`config.mk`:
```
export PLATFORM = sky130hd
export DESIGN_NAME = axistream_forwarder
export DESIGN_NICKNAME = d
export VERILOG_FILES = /design/src/rtl/axistream_forwarder.sv
export SDC_FILE = /design/constraint.sdc
export NUM_CORES = 1
export LEC_CHECK = 0
export ABC_AREA = 0
export BUFFER_PORTS_ARGS = -buffer_cell sky130_fd_sc_hd__buf_2
export CAP_MARGIN = 10
export CORE_ASPECT_RATIO = 0.7
export CORE_MARGIN = 4
export CORE_UTILIZATION = 60
export CTS_BUF_LIST = sky130_fd_sc_hd__clkbuf_8
export CTS_CLUSTER_DIAMETER = 150
export DETAILED_ROUTE_END_ITERATION = 8
export HOLD_SLACK_MARGIN = 0.1
export PLACE_DENSITY = 0.82
export SYNTH_ARGS = -nofsm -noshare
export SYNTH_HDL_FRONTEND = slang
export SYNTH_SLANG_ARGS = --single-unit
```
`constraint.sdc`:
```
create_clock -name clk -period 4.3 [get_ports clk]
set_input_delay 0.43 -clock clk [delete_from_list [all_inputs] [get_ports clk]]
set_output_delay 0.43 -clock clk [all_outputs]
set_load 0.005 [all_outputs]
```
`src/rtl/axistream_forwarder.sv`:
```
// axistream_forwarder: reads an accepted packet out of packet memory and emits it
// as an AXI-Stream master. Reads are credit-limited so that words in flight plus
// words buffered never exceed the 4-entry FIFO, which absorbs TREADY back-pressure.
// Memory timing: a strobe is sampled on the edge after the cycle it is driven, and
// rd_data is valid L = 1 + PESSIMISTIC cycles after that sampling edge.
// Optional feature: define AXISTREAM_FORWARDER_STATS_EN to add the 32-bit pkt_count
// output, which counts forwarder_done pulses (zero-length packets included).
module axistream_forwarder #(
   parameter int DATA_WIDTH  = 128,
   parameter int ADDR_WIDTH  = 8,
   parameter int PESSIMISTIC = 1
) (
   input  logic                  clk,
   input  logic                  rst_n,
   output logic [DATA_WIDTH-1:0] TDATA,
   output logic                  TVALID,
   output logic                  TLAST,
   input  logic                  TREADY,
   output logic [ADDR_WIDTH-1:0] forwarder_rd_addr,
   output logic                  forwarder_rd_en,
   input  logic [DATA_WIDTH-1:0] forwarder_rd_data,
   output logic                  forwarder_done,
   input  logic                  ready_for_forwarder,
   input  logic [ADDR_WIDTH:0]   len_to_forwarder
`ifdef AXISTREAM_FORWARDER_STATS_EN
   ,
   output logic [31:0]           pkt_count
`endif
);

   localparam int LAT    = 1 + PESSIMISTIC;
   localparam int STAGES = LAT;
   localparam int DEPTH  = 4;

   typedef enum logic [1:0] {IDLE, STREAM, FLUSH} state_t;

   typedef struct packed {
      logic                  last;
      logic [DATA_WIDTH-1:0] data;
   } beat_t;

   state_t              state;
   logic [ADDR_WIDTH:0] len_q;
   logic [ADDR_WIDTH:0] issued;
   logic [2:0]          inflight;
   logic [2:0]          count;
   logic [1:0]          wr_ptr;
   logic [1:0]          rd_ptr;
   beat_t               fifo_mem [DEPTH];
   logic [STAGES:0]     vld_pipe;
   logic [STAGES:0]     last_pipe;

   logic                last_now;
   logic                start;
   logic                push;
   logic                pop;
   logic                pop_last;
   logic [3:0]          credits;
   beat_t               head;

   // Credits are the words already requested but not yet handed to the sink.
   assign credits  = {1'b0, inflight} + {1'b0, count};
   assign last_now = (issued == len_q - 1'b1);
   assign start    = (state == IDLE) && ready_for_forwarder && !forwarder_done &&
                     (len_to_forwarder != '0);

   assign forwarder_rd_en   = (state == STREAM) && (issued < len_q) && (credits < 4'd4);
   assign forwarder_rd_addr = issued[ADDR_WIDTH-1:0];

   // vld_pipe[STAGES] lines up with the cycle in which rd_data carries that word.
   assign push     = vld_pipe[STAGES];
   assign head     = fifo_mem[rd_ptr];
   assign TVALID   = (count != 3'd0);
   assign TDATA    = TVALID ? head.data : '0;
   assign TLAST    = TVALID & head.last;
   assign pop      = TVALID & TREADY;
   assign pop_last = pop & head.last;

   // Control: packet acceptance, read issue counting, done pulse on the last pop.
   always_ff @(posedge clk) begin
      if (!rst_n) begin
         state          <= IDLE;
         len_q          <= '0;
         issued         <= '0;
         forwarder_done <= 1'b0;
      end else begin
         forwarder_done <= 1'b0;
         case (state)
            IDLE: begin
               // ready is ignored while done is high so the same buffer is not re-sent
               if (ready_for_forwarder && !forwarder_done) begin
                  if (len_to_forwarder == '0) begin
                     forwarder_done <= 1'b1;
                  end else begin
                     state  <= STREAM;
                     len_q  <= len_to_forwarder;
                     issued <= '0;
                  end
               end
            end
            STREAM: begin
               if (forwarder_rd_en) begin
                  issued <= issued + 1'b1;
                  if (last_now) state <= FLUSH;
               end
            end
            FLUSH: ;
            default: state <= IDLE;
         endcase
         if (pop_last) begin
            forwarder_done <= 1'b1;
            state          <= IDLE;
            issued         <= '0;
         end
      end
   end

   // Return tracking and FIFO bookkeeping; a reset drops everything in flight.
   always_ff @(posedge clk) begin
      if (!rst_n) begin
         vld_pipe  <= '0;
         last_pipe <= '0;
         inflight  <= '0;
         count     <= '0;
         wr_ptr    <= '0;
         rd_ptr    <= '0;
      end else begin
         vld_pipe  <= {vld_pipe[STAGES-1:0], forwarder_rd_en};
         last_pipe <= {last_pipe[STAGES-1:0], last_now};
         inflight  <= start ? 3'd0 : inflight + {2'b0, forwarder_rd_en} - {2'b0, push};
         count     <= count + {2'b0, push} - {2'b0, pop};
         if (push) wr_ptr <= wr_ptr + 2'd1;
         if (pop)  rd_ptr <= rd_ptr + 2'd1;
      end
   end

   // FIFO storage; contents are only observed while count is non-zero.
   always_ff @(posedge clk) begin
      if (push) fifo_mem[wr_ptr] <= {last_pipe[STAGES], forwarder_rd_data};
   end

`ifdef AXISTREAM_FORWARDER_STATS_EN
   // Packet statistics: one count per done pulse, wrapping naturally.
   always_ff @(posedge clk) begin
      if (!rst_n)              pkt_count <= '0;
      else if (forwarder_done) pkt_count <= pkt_count + 32'd1;
   end
`endif

endmodule

```
==> results of run 1 <==
==> cell type report <==
type                       count  area, sq um
antenna                        5         12.5
clock buffer                  85         1170
clock inverter                56          230
fill                        1920         8780
inverter                      21         78.8
multi-input combinational    435         5030
sequential                   555        16300
tap                          472          591
timing repair buffer         435         2980
==> metrics by stage <==
stage	total power, uW	util [%]	instances	area [sq um]	hold WS (ps)
after floorplan	8290	-	1068	21600	412
after global placement	9650	67.1	1781	23600	426
after detailed placement	9690	67.1	1781	23600	427
after CTS	13500	75.0	2059	26400	123
after global routing	14100	75.0	2064	26400	148
final	13400	75.0	2064	26400	188
==> critical path: stages, from the launching register on <==
cell	delay, ps
dfxtp_1	410
or3_4	460
buf_4	740
and2_1	290
buf_2	150
==> Yosys cell counts (2+ instances only) <==
cell type,instances
a211oi_1,3
a21oi_1,10
a22oi_1,3
a31oi_1,2
and2_1,138
and3_1,4
buf_1,4
buf_2,15
buf_4,9
clkbuf_1,28
dfxtp_1,39
edfxtp_1,516
fa_1,2
ha_1,21
inv_1,20
mux2i_1,5
mux4_2,129
nand2_1,17
nand2b_1,5
nand3_1,11
nand4_1,5
nor2_1,26
nor2b_1,3
nor3_1,3
nor4_1,2
nor4b_1,2
o21ai_0,2
o31ai_1,2
or4_1,3
xnor2_1,14
xor2_1,9
==> worst min path at each step <==
| stage | end | slack [ps] |
|---|---|---|
| 6_report | last_pipe[0] | 190 |
| 5_1_grt | last_pipe[0] | 150 |
| 4_1_cts | last_pipe[0] | 120 |
| 3_5_place_dp | vld_pipe[1] | 430 |
| 3_3_place_gp | vld_pipe[2] | 430 |
| 2_1_floorplan | last_pipe[1] | 410 |
==> state kept, by name, indices dropped and copies added, names as in the netlist, named ones only <==
signal          count
wr_ptr              2
fifo_mem          516
inflight            3
forwarder_done      1
issued              9
last_pipe           3
len_q               9
state               2
count               3
vld_pipe            3
rd_ptr              2
==> metal layers <==
layer | up-vias | track usage [%] | part of all wire (%)
li1 | 5165 | - | -
met1 | 5917 | 32.3 | 41
met2 | 481 | 38.1 | 50
met3 | 61 | 5.67 | 7.3
met4 | 0 | 6.75 | 1.7
met5 | - | 0 | 0
==> power by group <==
group | switching, uW | internal, uW | leakage (uW)
Clock | 1870 | 1820 | 0.000822
Combinational | 1730 | 1820 | 0.00352
Sequential | 154 | 5970 | 0.00497
==> kinds of logic (layout without fill, tap and decap cells) <==
group,after synthesis,in the layout,synth area share (%)
DFF,555,555,75.2
and+or+nand+nor,225,225,6.15
muxes,134,134,13.7
buffers and inverters,78,597,1.63
AOI/OAI and AO/OA,30,30,1.04
adders and majority gates,23,23,1.40
xor gates and xnor gates,23,23,0.931
other,0,5,0
==> report_table.html, run 1 <==
<table>
<tr><th>Metric</th><th>Value</th></tr>
<tr><th colspan="2">Run status</th></tr>
<tr><td>Result of the run</td><td>complete, no violations</td></tr>
<tr><th colspan="2">Worst setup path</th></tr>
<tr><td>Data required time of the critical path</td><td>3870 ps</td></tr>
<tr><td>Worst EP arrival</td><td>2730 ps</td></tr>
<tr><td>Type of destination of the critical path</td><td>output port</td></tr>
<tr><td>Maximum net fanout on the critical path</td><td>85</td></tr>
<tr><td>Worst flop-to-flop path startpoint</td><td>len_q[4]</td></tr>
<tr><td>Register-to-register setup slack</td><td>1520 ps</td></tr>
<tr><td>Logic depth of the worst register-to-register path</td><td>13</td></tr>
<tr><td>Reg-to-reg endpoint</td><td>inflight[2]</td></tr>
<tr><td>Critical Setup Path Class</td><td>reg -&gt; out</td></tr>
<tr><td>CP Launch Point</td><td>count[1]</td></tr>
<tr><td>Type of origin of the critical path</td><td>register</td></tr>
<tr><td>Last element of the critical path</td><td>TDATA[22]</td></tr>
<tr><th colspan="2">STA</th></tr>
<tr><td>Unrepaired setup endpoints after global routing</td><td>false</td></tr>
<tr><td>Final count of negative-setup-slack endpoints</td><td>0</td></tr>
<tr><td>Transition time at the pin with the least slew margin</td><td>859 ps</td></tr>
<tr><td>Final hold violation count</td><td>0</td></tr>
<tr><td>Final critical-path required period</td><td>3160 ps</td></tr>
<tr><td>Period utilisation layout</td><td>73.6%</td></tr>
<tr><td>F_max</td><td>316 MHz</td></tr>
<tr><td>Slew Limit Fails</td><td>0</td></tr>
<tr><td>Crit path setup slack, layout</td><td>1140 ps</td></tr>
<tr><td>Skew final</td><td>17.6 ps</td></tr>
<tr><td>Setup_tns</td><td>0 ps</td></tr>
<tr><td>Max transition margin</td><td>42.8%</td></tr>
<tr><th colspan="2">Yosys</th></tr>
<tr><td>Net count of the mapped netlist</td><td>1232</td></tr>
<tr><td>Dominant cell type by area after synthesis</td><td>edfxtp_1</td></tr>
<tr><td>Post-Syn Instances</td><td>1068</td></tr>
<tr><td>Most frequently used flop master after synthesis</td><td>edfxtp_1</td></tr>
<tr><td>Top cells by area in the synthesized netlist</td><td>edfxtp_1, mux4_2, and2_1</td></tr>
<tr><td>Count of flip-flops with a built-in enable after synthesis</td><td>516</td></tr>
<tr><td>Synth unique cells</td><td>47</td></tr>
<tr><td>Cell area after synthesis</td><td>21600 sq um</td></tr>
<tr><td>Sequential share of the synthesized area</td><td>75.2%</td></tr>
<tr><td>Seq cells post-synth</td><td>555</td></tr>
<tr><td>Area fraction of the dominant cell type after synthesis</td><td>71.6%</td></tr>
<tr><td>Avg Inst Size Synth</td><td>20.3 sq um</td></tr>
<tr><td>Proportion of register bits with asynchronous set or reset after synthesis</td><td>0%</td></tr>
<tr><td>Yosys warning count</td><td>0</td></tr>
<tr><th colspan="2">Worst hold path</th></tr>
<tr><td>Worst hold stages</td><td>3</td></tr>
<tr><td>Worst min-delay path startpoint</td><td>rst_n</td></tr>
<tr><td>Path type of the worst min-delay path</td><td>in -&gt; reg</td></tr>
<tr><th colspan="2">Finish</th></tr>
<tr><td>Share of final-layout standard cells stronger than drive strength 1</td><td>33.8%</td></tr>
<tr><td>Number of nets in the layout</td><td>1692</td></tr>
<tr><td>Most used cells in the layout excluding fill and tap cells</td><td>edfxtp_1, buf_2, dlygate4sd3_1, and2_1, mux4_2</td></tr>
<tr><td>Area added between synthesis and finish</td><td>21.9%</td></tr>
<tr><td>Most common cell after layout, fill and taps aside</td><td>edfxtp_1</td></tr>
<tr><th colspan="2">Clock network</th></tr>
<tr><td>TritonCTS clock tree</td><td>yes</td></tr>
<tr><td>Num CTS Buffers</td><td>80</td></tr>
<tr><td>Clock Latency Late Sink</td><td>590 ps</td></tr>
<tr><td>Clock-pin transition on the worst setup and hold timing paths</td><td>70 ps</td></tr>
<tr><td>Number of post-CTS setup repair buffers</td><td>0</td></tr>
<tr><td>Number of hold buffers added after cts</td><td>137</td></tr>
<tr><td>Count of clock tree sinks</td><td>555</td></tr>
<tr><td>H-tree depth</td><td>3</td></tr>
<tr><td>Number of buffers between clock root and the deepest sink</td><td>3</td></tr>
<tr><td>Post-cts resize count</td><td>0</td></tr>
<tr><td>CTS root buf</td><td>clkbuf_8</td></tr>
<tr><th colspan="2">Floorplan</th></tr>
<tr><td>Horizontal extent of the die</td><td>235 um</td></tr>
<tr><td>Core region area</td><td>35200 sq um</td></tr>
<tr><td>Die span in y</td><td>167 um</td></tr>
<tr><td>Number of top-level design ports</td><td>281</td></tr>
<tr><td>Die Outline Area</td><td>39200 sq um</td></tr>
<tr><td>Core Rows</td><td>57</td></tr>
<tr><td>Starting utilization of the core area</td><td>61.6%</td></tr>
<tr><th colspan="2">Power</th></tr>
<tr><td>Leakage</td><td>0.00931 uW</td></tr>
<tr><td>Cell Pwr Density</td><td>507 nW/um^2</td></tr>
<tr><td>Maximum resistive drop on vdd</td><td>407 uV</td></tr>
<tr><th colspan="2">Drt</th></tr>
<tr><td>DRC violation total after the first TritonRoute iteration</td><td>1169</td></tr>
<tr><td>Count of nets left with antenna violations after detail routing</td><td>0</td></tr>
<tr><td>Via count</td><td>11600</td></tr>
<tr><td>Number of design rule violations left after detail routing</td><td>0</td></tr>
<tr><td>Post-DR wirelength/cell</td><td>22.0 um</td></tr>
<tr><td>Number of detailed-route iterations in the first pass</td><td>5</td></tr>
<tr><td>Wire length after detailed routing</td><td>45300 um</td></tr>
<tr><td>Via-per-instance ratio</td><td>5.63</td></tr>
<tr><th colspan="2">Place</th></tr>
<tr><td>Global placement routability congestion</td><td>0.821</td></tr>
<tr><td>Half-perimeter wire length after placement</td><td>26600 um</td></tr>
<tr><td>Worst slack after detailed placement</td><td>1540 ps</td></tr>
<tr><td>Number of buffers added on ports</td><td>280</td></tr>
<tr><th colspan="2">Global routing</th></tr>
<tr><td>Largest net degree at the start of global routing</td><td>86</td></tr>
<tr><td>Aggregate global-route resource usage</td><td>23.4%</td></tr>
<tr><td>Grt ovf</td><td>0</td></tr>
<tr><td>Via count of the first global-routing pass</td><td>12500</td></tr>
<tr><td>Number of antenna violations at the first check in global routing</td><td>5</td></tr>
<tr><td>Wire length of the first global-routing pass</td><td>71700 um</td></tr>
<tr><th colspan="2">Job</th></tr>
<tr><td>Max-cap check violation count</td><td>0</td></tr>
</table>
Note: power is estimated with default switching activity, not from simulation.
==> inputs of run 2 (changes only) <==
--- a/config.mk
+++ b/config.mk
@@ -5,7 +5,7 @@
 export SDC_FILE = /design/constraint.sdc
 export NUM_CORES = 1
 export LEC_CHECK = 0
-export ABC_AREA = 0
+export ABC_AREA = 1
 export BUFFER_PORTS_ARGS = -buffer_cell sky130_fd_sc_hd__buf_2
 export CAP_MARGIN = 10
 export CORE_ASPECT_RATIO = 0.7
==> constraint.sdc (replaced) <==
create_clock -name clk -period 3.02 [get_ports clk]
set_input_delay 0.302 -clock clk [delete_from_list [all_inputs] [get_ports clk]]
set_output_delay 0.302 -clock clk [all_outputs]
set_load 0.005 [all_outputs]
==> report_table.html, run 2 <==
<table>
<tr><th>Metric</th><th>Value</th></tr>
<tr><th colspan="2">Worst hold path</th></tr>
<tr><td>Worst min-delay path startpoint</td><td>ready_for_forwarder</td></tr>
<tr><td>Path type of the worst min-delay path</td><td>in -&gt; reg</td></tr>
<tr><th colspan="2">Worst setup path</th></tr>
<tr><td>Data required time of the critical path</td><td>2720 ps (-1150 ps)</td></tr>
<tr><td>Critical path, cell by cell</td><td>buf_6 -&gt; nor2_1 -&gt; nor2_1 -&gt; o21ai_0 -&gt; a21oi_1 -&gt; buf_2</td></tr>
<tr><td>Worst-path cell with the longest stage delay</td><td>dfxtp_4</td></tr>
<tr><td>Type of origin of the critical path</td><td>register</td></tr>
<tr><td>Slowest cell delay on critical path</td><td>530 ps (-210 ps)</td></tr>
<tr><td>Worst EP arrival</td><td>2490 ps (-240 ps)</td></tr>
<tr><td>Number of buffer and inverter instances along the worst setup path</td><td>2 (unchanged)</td></tr>
<tr><td>Type of destination of the critical path</td><td>output port</td></tr>
<tr><td>Worst flop-to-flop path startpoint</td><td>issued[2]</td></tr>
<tr><td>Critical Setup Path Class</td><td>reg -&gt; out</td></tr>
<tr><td>Critical path's top delay family</td><td>buffers and inverters</td></tr>
<tr><td>Dominant cell type by count on the critical path</td><td>nor2_1</td></tr>
<tr><td>Maximum net fanout on the critical path</td><td>44 (-48%)</td></tr>
<tr><th colspan="2">Drt</th></tr>
<tr><td>Post-DR wirelength/cell</td><td>19.1 um (-13%)</td></tr>
<tr><td>DRC violation total after the first TritonRoute iteration</td><td>1533 (+31%)</td></tr>
<tr><td>Count of nets left with antenna violations after detail routing</td><td>0 (unchanged)</td></tr>
<tr><td>Via count</td><td>15700 (+35%)</td></tr>
<tr><td>Via-per-instance ratio</td><td>5.55 (-1.5%)</td></tr>
<tr><td>Number of design rule violations left after detail routing</td><td>0 (unchanged)</td></tr>
<tr><td>Wire length after detailed routing</td><td>54000 um (+19%)</td></tr>
<tr><td>Number of detailed-route iterations in the first pass</td><td>5 (unchanged)</td></tr>
<tr><th colspan="2">Clock network</th></tr>
<tr><td>H-tree depth</td><td>3 (unchanged)</td></tr>
<tr><td>Clock-pin transition on the worst setup and hold timing paths</td><td>60 ps (about the same)</td></tr>
<tr><td>Count of clock tree sinks</td><td>555 (unchanged)</td></tr>
<tr><td>Number of buffers between clock root and the deepest sink</td><td>3 (unchanged)</td></tr>
<tr><td>TritonCTS clock tree</td><td>yes</td></tr>
<tr><td>CTS root buf</td><td>clkbuf_8</td></tr>
<tr><td>Num CTS Buffers</td><td>81 (+1.3%)</td></tr>
<tr><td>Clock Latency Late Sink</td><td>620 ps (+30 ps)</td></tr>
<tr><th colspan="2">Yosys</th></tr>
<tr><td>Yosys warning count</td><td>0 (unchanged)</td></tr>
<tr><td>Sequential share of the synthesized area</td><td>73.2% (-2.0 points)</td></tr>
<tr><td>Post-Syn Instances</td><td>1873 (+75%)</td></tr>
<tr><td>Dominant cell type by area after synthesis</td><td>edfxtp_1</td></tr>
<tr><td>Top cells by area in the synthesized netlist</td><td>edfxtp_1, nor2_1, o21ai_0</td></tr>
<tr><td>Proportion of register bits with asynchronous set or reset after synthesis</td><td>0% (unchanged)</td></tr>
<tr><td>Area fraction of the dominant cell type after synthesis</td><td>69.7% (-1.9 points)</td></tr>
<tr><td>Seq cells post-synth</td><td>555 (unchanged)</td></tr>
<tr><td>Most frequently used flop master after synthesis</td><td>edfxtp_1</td></tr>
<tr><td>Most frequent cell after synthesis</td><td>nor2_1</td></tr>
<tr><td>Net count of the mapped netlist</td><td>2037 (+65%)</td></tr>
<tr><td>Leading post-synthesis cells by instance count</td><td>nor2_1, edfxtp_1, o21ai_0</td></tr>
<tr><td>Cell area after synthesis</td><td>22200 sq um (+2.8%)</td></tr>
<tr><td>Avg Inst Size Synth</td><td>11.9 sq um (-41%)</td></tr>
<tr><td>Synth unique cells</td><td>36 (-23%)</td></tr>
<tr><td>Count of flip-flops with a built-in enable after synthesis</td><td>516 (unchanged)</td></tr>
<tr><th colspan="2">STA</th></tr>
<tr><td>Final hold violation count</td><td>0 (unchanged)</td></tr>
<tr><td>Final count of negative-setup-slack endpoints</td><td>0 (unchanged)</td></tr>
<tr><td>Slew Limit Fails</td><td>0 (unchanged)</td></tr>
<tr><td>Final critical-path required period</td><td>2790 ps</td></tr>
<tr><td>Period utilisation layout</td><td>92.3%</td></tr>
<tr><td>Max transition margin</td><td>39.3% (-3.4 points)</td></tr>
<tr><td>Skew final</td><td>32.0 ps (+14.4 ps)</td></tr>
<tr><td>Setup_tns</td><td>0 ps (unchanged)</td></tr>
<tr><td>Transition time at the pin with the least slew margin</td><td>910 ps (+51.7 ps)</td></tr>
<tr><td>F_max</td><td>359 MHz</td></tr>
<tr><td>Unrepaired setup endpoints after global routing</td><td>false</td></tr>
<tr><td>Worst hold-check slack</td><td>198 ps (+9.84 ps)</td></tr>
<tr><th colspan="2">Power</th></tr>
<tr><td>Leakage</td><td>0.0100 uW (+7.9%)</td></tr>
<tr><td>Net switching fraction of the power</td><td>33.4% (+5.4 points)</td></tr>
<tr><td>Cell Pwr Density</td><td>730 nW/um^2 (+44%)</td></tr>
<tr><td>Switching pwr</td><td>6570 uW (+75%)</td></tr>
<tr><td>Comb pwr share</td><td>28.3% (+1.7 points)</td></tr>
<tr><td>Design internal power</td><td>13100 uW (+36%)</td></tr>
<tr><td>Portion of total power attributed to sequential cells</td><td>44.2% (-1.6 points)</td></tr>
<tr><td>Total Power Consumption</td><td>19700 uW (+47%)</td></tr>
<tr><td>Maximum resistive drop on vdd</td><td>959 uV (+140%)</td></tr>
<tr><td>Clk network pwr share</td><td>27.5% (about the same)</td></tr>
<tr><th colspan="2">Finish</th></tr>
<tr><td>Biggest regs</td><td>fifo_mem x516, issued x9, len_q x9</td></tr>
<tr><td>Flip-flop count of the largest register, all copies and words added</td><td>516 (unchanged)</td></tr>
<tr><td># fillers</td><td>2240 (+17%)</td></tr>
<tr><td>Post-layout instance area</td><td>26900 sq um (+2.0%)</td></tr>
<tr><td>Most used cells in the layout excluding fill and tap cells</td><td>nor2_1, edfxtp_1, buf_2, o21ai_0, a21oi_1</td></tr>
<tr><td>Reg with most FFs</td><td>fifo_mem</td></tr>
<tr><td>Share of final-layout standard cells stronger than drive strength 1</td><td>18.1% (-16 points)</td></tr>
<tr><td>Area added between synthesis and finish</td><td>21.0%</td></tr>
<tr><td>Most common cell after layout, fill and taps aside</td><td>nor2_1</td></tr>
<tr><td>Number of nets in the layout</td><td>2450 (+45%)</td></tr>
<tr><th colspan="2">Global routing</th></tr>
<tr><td>Wire length of the first global-routing pass</td><td>84100 um (+17%)</td></tr>
<tr><td>Largest net degree at the start of global routing</td><td>130 (+51%)</td></tr>
<tr><td>Grt ovf</td><td>0 (unchanged)</td></tr>
<tr><td>Via count of the first global-routing pass</td><td>15400 (+23%)</td></tr>
<tr><td>Aggregate global-route resource usage</td><td>26.3% (+3.0 points)</td></tr>
<tr><td>Number of antenna violations at the first check in global routing</td><td>7 (+2)</td></tr>
<tr><th colspan="2">Place</th></tr>
<tr><td>Half-perimeter wire length after placement</td><td>29400 um (+10%)</td></tr>
<tr><td>Number of buffers added on ports</td><td>280 (unchanged)</td></tr>
<tr><td>Global placement routability congestion</td><td>0.846 (+3.1%)</td></tr>
<tr><td>Placed cell area</td><td>24100 sq um (+2.1%)</td></tr>
<tr><th colspan="2">Run status</th></tr>
<tr><td>Result of the run</td><td>complete, no violations</td></tr>
<tr><th colspan="2">Floorplan</th></tr>
<tr><td>Starting utilization of the core area</td><td>61.4% (-0.13 points)</td></tr>
<tr><td>Die span in y</td><td>169 um (+1.3%)</td></tr>
<tr><td>Horizontal extent of the die</td><td>238 um (+1.3%)</td></tr>
<tr><td>Core region area</td><td>36200 sq um (+3.0%)</td></tr>
<tr><td>Core Rows</td><td>58 (+1.8%)</td></tr>
<tr><td>Number of top-level design ports</td><td>281 (unchanged)</td></tr>
<tr><td>Die Outline Area</td><td>40300 sq um (+2.7%)</td></tr>
<tr><th colspan="2">Job</th></tr>
<tr><td>Max-cap check violation count</td><td>0 (unchanged)</td></tr>
</table>
run 2: path summary, 6_finish.rpt:
path             endpoint  cells after the start  slack [ps]
max             TDATA[99]                      6         230
min              len_q[2]                      7         200
max reg2reg   inflight[2]                     13         490
min reg2reg  last_pipe[1]                      2         410
run 2: layout make-up:
class                   count  area, sq um  area share, %
multi-input cells        1145         5240           19.5
repair buffers            441         3100           11.5
flip-flops and latches    555        16300           60.5
clock inverters            58          297           1.10
well taps                 480          601           2.23
clock buffers              81         1110           4.14
inverters                  62          258          0.958
diodes                      5         12.5         0.0465
run 2: through the flow:
| step | setup WS [ps] | std cells | util [%] |
|---|---|---|---|
| detailed placement | 558 | 2543 | 66.5 |
| global route | 132 | 2827 | 74.3 |
| CTS | 148 | 2821 | 74.2 |
| finish | 232 | 2827 | 74.3 |
| global placement | 628 | 2543 | 66.5 |
| floorplan | 33.1 | 1873 | - |
run 2: cells by family (layout without fill, tap and decap cells):
logic type	after synthesis	count (layout)	share of synthesized area, %
simple gates	677	677	11.9
flops	555	555	73.2
compound gates	434	434	9.84
buf+inv	173	642	3.28
fa+ha+maj	23	23	1.36
xor+xnor	11	11	0.433
other cells	0	5	0
run 2: power by group through the flow:
stage	Sequential, uW	Combinational, uW	Clock [uW]
final	8690	5560	5410
after detailed placement	8860	5260	0
after global routing	8700	6090	5880
after floorplan	8780	3000	0
after global placement	8850	5150	0
after CTS	8700	5440	5450
run 2: worst min-delay path, delay by kind of cell:
family	cells	cell delay (ps)
buf+inv	3	220
simple gates	3	180
compound gates	1	70
run 2: metal layers:
layer | routed length [um] | vias to the layer above | global-route usage (%)
met5 | 25 | - | 0
met4 | 1620 | 4 | 9.51
met3 | 4340 | 114 | 5.81
met2 | 26400 | 712 | 43.2
met1 | 21600 | 7472 | 35.3
li1 | - | 7378 | -
run 2: what timing repair did:
| action | in CTS | in global routing |
|---|---|---|
| hold endpoints to repair | 532 | 0 |
| endpoints found under the setup margin | 0 | 2 |
| buffers inserted | 0 | 1 |
| hold buffers | 139 | 0 |
| gates resized for setup | 0 | 2 |
